**src/rtl/mite_loader_if.sv**
```systemverilog
// Byte-stream and program-memory bundle for the mite program loader.
// The slave side is the loader; the master side drives the stream.
interface mite_loader_if;
  logic       in_valid;
  logic [7:0] in_data;
  logic       in_ready;
  logic       load_req;
  logic       pm_we;
  logic [7:0] pm_addr;
  logic [9:0] pm_wdata;
  logic       cpu_run;
  logic       done;
  logic       error;

  modport slave (
    input  in_valid,
    input  in_data,
    input  load_req,
    output in_ready,
    output pm_we,
    output pm_addr,
    output pm_wdata,
    output cpu_run,
    output done,
    output error
  );

  modport master (
    output in_valid,
    output in_data,
    output load_req,
    input  in_ready,
    input  pm_we,
    input  pm_addr,
    input  pm_wdata,
    input  cpu_run,
    input  done,
    input  error
  );
endinterface

```
**src/rtl/mite_loader.sv**
```systemverilog
// Program loader: assembles 10-bit words from a byte stream,
// writes them to program memory, and releases the core on a good checksum.
module mite_loader (
  input logic          clk,
  input logic          reset_n,
  mite_loader_if.slave bus
);

  typedef enum logic [2:0] {
    S_IDLE,
    S_LO,
    S_HI,
    S_CSUM,
    S_DONE,
    S_ERR
  } state_e;

  state_e     state_q, state_d;
  logic [8:0] cnt_q, cnt_d;
  logic [8:0] idx_q, idx_d;
  logic [7:0] sum_q, sum_d;
  logic [7:0] lo_q, lo_d;
  logic       we_q, we_d;
  logic [7:0] addr_q, addr_d;
  logic [9:0] wdata_q, wdata_d;

  logic       acc;
  logic [7:0] sum_add;

  assign bus.in_ready = (state_q != S_DONE) &&
                        (state_q != S_ERR);
  assign acc     = bus.in_valid && bus.in_ready;
  assign sum_add = sum_q + bus.in_data;

  assign bus.pm_we    = we_q;
  assign bus.pm_addr  = addr_q;
  assign bus.pm_wdata = wdata_q;
  assign bus.done     = (state_q == S_DONE);
  assign bus.cpu_run  = (state_q == S_DONE);
  assign bus.error    = (state_q == S_ERR);

  always_comb begin
    state_d = state_q;
    cnt_d   = cnt_q;
    idx_d   = idx_q;
    sum_d   = sum_q;
    lo_d    = lo_q;
    we_d    = 1'b0;
    addr_d  = addr_q;
    wdata_d = wdata_q;
    unique case (state_q)
      S_IDLE: begin
        if (acc) begin
          // A zero header encodes a full 256-word image
          cnt_d   = (bus.in_data == 8'd0) ? 9'd256
                  : {1'b0, bus.in_data};
          idx_d   = 9'd0;
          sum_d   = 8'd0;
          state_d = S_LO;
        end
      end
      S_LO: begin
        if (acc) begin
          lo_d    = bus.in_data;
          sum_d   = sum_add;
          state_d = S_HI;
        end
      end
      S_HI: begin
        if (acc) begin
          if (|bus.in_data[7:2]) begin
            state_d = S_ERR;
          end else begin
            we_d    = 1'b1;
            addr_d  = idx_q[7:0];
            wdata_d = {bus.in_data[1:0], lo_q};
            sum_d   = sum_add;
            idx_d   = idx_q + 9'd1;
            state_d = (idx_d == cnt_q) ? S_CSUM
                    : S_LO;
          end
        end
      end
      S_CSUM: begin
        if (acc) begin
          state_d = (sum_add == 8'd0) ? S_DONE
                  : S_ERR;
        end
      end
      S_DONE, S_ERR: begin
        if (bus.load_req) state_d = S_IDLE;
      end
      default: state_d = S_IDLE;
    endcase
  end

  always_ff @(posedge clk or negedge reset_n) begin
    if (!reset_n) begin
      state_q <= S_IDLE;
      cnt_q   <= 9'd0;
      idx_q   <= 9'd0;
      sum_q   <= 8'd0;
      lo_q    <= 8'd0;
      we_q    <= 1'b0;
      addr_q  <= 8'd0;
      wdata_q <= 10'd0;
    end else begin
      state_q <= state_d;
      cnt_q   <= cnt_d;
      idx_q   <= idx_d;
      sum_q   <= sum_d;
      lo_q    <= lo_d;
      we_q    <= we_d;
      addr_q  <= addr_d;
      wdata_q <= wdata_d;
    end
  end

endmodule
```
**src/flat_wrapper.sv**
```systemverilog
// flat-port wrapper written by rule: the top's interface ports become plain ports
module mite_loader_flat 
  (clk, reset_n, bus_in_valid, bus_in_data, bus_load_req, bus_in_ready, bus_pm_we, bus_pm_addr, bus_pm_wdata, bus_cpu_run, bus_done, bus_error);
  mite_loader_if bus_i ();
  input logic clk;
  input logic reset_n;
  input wire logic [$bits(bus_i.in_valid)-1:0] bus_in_valid;
  input wire logic [$bits(bus_i.in_data)-1:0] bus_in_data;
  input wire logic [$bits(bus_i.load_req)-1:0] bus_load_req;
  output wire logic [$bits(bus_i.in_ready)-1:0] bus_in_ready;
  output wire logic [$bits(bus_i.pm_we)-1:0] bus_pm_we;
  output wire logic [$bits(bus_i.pm_addr)-1:0] bus_pm_addr;
  output wire logic [$bits(bus_i.pm_wdata)-1:0] bus_pm_wdata;
  output wire logic [$bits(bus_i.cpu_run)-1:0] bus_cpu_run;
  output wire logic [$bits(bus_i.done)-1:0] bus_done;
  output wire logic [$bits(bus_i.error)-1:0] bus_error;
  assign bus_i.in_valid = bus_in_valid;
  assign bus_i.in_data = bus_in_data;
  assign bus_i.load_req = bus_load_req;
  assign bus_in_ready = bus_i.in_ready;
  assign bus_pm_we = bus_i.pm_we;
  assign bus_pm_addr = bus_i.pm_addr;
  assign bus_pm_wdata = bus_i.pm_wdata;
  assign bus_cpu_run = bus_i.cpu_run;
  assign bus_done = bus_i.done;
  assign bus_error = bus_i.error;
  mite_loader u_core (.clk(clk), .reset_n(reset_n), .bus(bus_i));
endmodule
```
**config.mk**
```make
export PLATFORM = sky130hd
export DESIGN_NAME = mite_loader_flat
export DESIGN_NICKNAME = d
export VERILOG_FILES = /design/src/rtl/mite_loader_if.sv /design/src/rtl/mite_loader.sv /design/src/flat_wrapper.sv
export SDC_FILE = /design/constraint.sdc
export NUM_CORES = 1
export LEC_CHECK = 0
export CORE_MARGIN = 2
export CORE_UTILIZATION = 50
export DETAILED_ROUTE_END_ITERATION = 6
export PLACE_DENSITY = 0.82
export SYNTH_ARGS = -nofsm -noshare
export SYNTH_HDL_FRONTEND = slang
export SYNTH_SLANG_ARGS = --single-unit
```
**constraint.sdc**
```tcl
create_clock -name clk -period 3.85 [get_ports clk]
set_input_delay 0.5775 -clock clk [delete_from_list [all_inputs] [get_ports clk]]
set_output_delay 0.5775 -clock clk [all_outputs]
set_load 0.02 [all_outputs]
```
==> flow_summary.ini <==
[run_status]
outcome = complete, no violations

[setup_path]
path_max_fanout = 5
crit_buf_inv = 1
crit_arrival_ns = 2.87
cp-start-kind = input port
cp-end-kind = flop
criticalPathCategory = input port to flop
regToRegSetupSlack_ns = 1.60
cp-startpoint = bus_in_data[0]
cpPeakStageDelay_ns = 0.50
worstReg2RegEnd = u_core.state_q[0]
worstRegToRegCells = 7
worst-endpoint-required_ns = 4.04
r2r_start = u_core.sum_q[0]
crit_slowest_cell = clkdlybuf4s50_1
critPathTopFamily = compound AO/OA/AOI/OAI gates
crit_chain = clkdlybuf4s50_1 > ha_1 > fa_1 > a211o_1 > a21oi_1 > o2111ai_1 > nor4b_1 > o211ai_1

[die]
die_w_um = 81.2
die_area_sq_um = 6590
coreArea_sq_um = 5850
pin_count = 35
die-height_um = 81.2
num_rows = 28
start_util = 0.509

[cts]
cts_root_buf = clkbuf_8
cts_sinks = 56
cts_tree = done
cts_setup_buffers = 0
hold_buffers = 0
clockBufferDepth = 2
clk_latency_ns = 0.31
h-tree-depth = 2
clkSlewWorstSetupHoldPaths_ns = 0.09
cts_resized = 0
numCtsBuffers = 5

[timing]
totalNegativeSetupSlack_ns = 0
rsz0062_at_grt = false
fmax_mhz = 373
finalSetupViolations = 0
maxSlewViolCount = 0
period_share = 0.697
relSlewSlack = 0.518
tightest_slew_ns = 0.718
hold_ws_ns = 0.273
fin_skew_ns = 0.00680
min_period_ns = 2.68
finalHoldViolations = 0

[logic_synthesis]
synth_top_family_by_area = simple AND/OR/NAND/NOR gates
synth_compound_area_frac = 0.123
netlist_instances = 328
syn_nets = 349
async_reset_ff_frac = 1.00
synth-main-ff-cell = dfrtp_1
synth_fa_ha_area_frac = 0.0403
synth-edff-count = 0
yosys-mux-area-fraction = 0.0411
synth-seq-cells = 56
yosys.area_share.simple = 0.232
syn_area_sq_um = 2980
yosysUniqueCellTypes = 48
yosysSeqAreaShare = 0.470
synth-xor-area-share = 0.0529
avgSynthCellArea_sq_um = 9.09
yosysWarningCount = 0

[power]
p_total_mw = 1.97
power_density_nw_per_um2 = 573
leakagePower_nw = 1.57
max-vdd-ir-drop_uv = 260

[placed_design]
gp_congestion = 0.997
place_area_sq_um = 3340
numPortBuffers = 34
dp_hpwl_um = 4730

[cells_and_area]
drive_gt1_frac = 0.0787
fill_cells = 509
final_util = 0.587
synthToLayoutAreaGrowth_pct = 15.2
multi_input_area_sq_um = 1460
register_area_sq_um = 1400
num_antenna_cells = 0
final_area_sq_um = 3430
fin_nets = 376

[global_routing]
grt_pass1_vias = 2418
grt_usage = 0.219
grt_max_degree = 31
grt_first_pass_wirelength_um = 11200
overflow = 0
antenna_found_initial = 0

[route]
vias = 2443
vias_per_cell = 5.67
wirelength_um = 6690
wl_per_cell_um = 15.5
drc = 0
first_iter_violations = 170
drt_pre_antenna_iters = 4
antenna_left = 0

[min_path]
min_path_type = input port to async pin

[run]
drv_cap = 0
synthesized netlist by cell type, types with 4 or more instances:
master    number  area share
mux2_2        10       0.038
ha_1           8       0.034
o21ai_0       22       0.037
inv_1          7      0.0088
nor3b_1        5       0.013
o31ai_1        7       0.018
nand2_1       94        0.12
buf_2          9       0.015
nand4_1        4      0.0084
xnor2_1       15       0.044
nand3_1       11       0.018
nand2b_1       6       0.013
clkbuf_1       4      0.0050
dfrtp_1       56        0.47
a31oi_1        5       0.010
nor2_1        19       0.024
through the flow:
stage               worst slack (ns)  std cells
finish                          1.17        431
global route                    1.03        431
CTS                             1.18        431
detailed placement             0.850        423
global placement               0.960        423
floorplan                       1.59        328
logic make-up after synthesis:
kind of cell	count (synthesis)
AND/OR/NAND/NOR	153
buffers and inverters	25
AO/OA/AOI/OAI	56
XOR/XNOR	18
flip-flops	56
adder cells (fa/ha/maj)	9
multiplexers	11
metal layers:
layer,global-route usage,up-vias,share of wire
li1,-,1170,-
met4,0.0763,0,0.013
met3,0.0367,10,0.050
met1,0.276,1181,0.42
met5,0,-,0
met2,0.381,82,0.51
flip-flops by register name, indices dropped and copies added, names as in the netlist:
| name | cells |
|---|---|
| u_core.bus.pm_addr | 8 |
| u_core.idx_q | 9 |
| u_core.sum_q | 8 |
| u_core.state_q | 3 |
| u_core.cnt_q | 9 |
| u_core.bus.pm_we | 1 |
| u_core.bus.pm_wdata | 10 |
| u_core.lo_q | 8 |
layout by cell type, fill, tap and decap left out, types with 6 or more instances in the layout:
cell type / count
nand2_1: 94
dfrtp_1: 56
clkdlybuf4s50_1: 33
o21ai_0: 22
nor2_1: 19
xnor2_1: 15
nand3_1: 11
mux2_2: 10
ha_1: 8
inv_1: 7
o31ai_1: 7
nand2b_1: 6
clkbuf_8: 6
cell type report:
type | instances | share of cell area
inverter | 8 | 0.00875
clock inverter | 2 | 0.00292
tap | 75 | 0.0273
timing repair buffer | 37 | 0.104
sequential | 56 | 0.408
multi-input combinational | 247 | 0.425
clock buffer | 6 | 0.0241
how the worst max path moves through the flow:
stage | end | slack (ns) | depth (start not counted)
floorplan | u_core.state_q[0] | 1.59 | 7
global placement | u_core.state_q[0] | 0.96 | 7
detailed placement | u_core.state_q[0] | 0.85 | 8
CTS | u_core.state_q[0] | 1.18 | 8
global route | u_core.state_q[0] | 1.03 | 8
finish | u_core.state_q[0] | 1.17 | 8
report_power, final:
group	total, mW	internal [mW]	leakage [nW]	switching, mW
Clock	0.327	0.144	0.0510	0.183
Combinational	0.795	0.358	0.775	0.437
Sequential	0.847	0.727	0.739	0.119
worst reg2reg max path: cells and delay by family, from the launching register on:
family          cells  cell delay [ns]
fa+ha+maj           2             0.63
compound gates      4             0.73
flops               1             0.40
simple gates        1             0.37
Power figures use the tool's default switching activity.
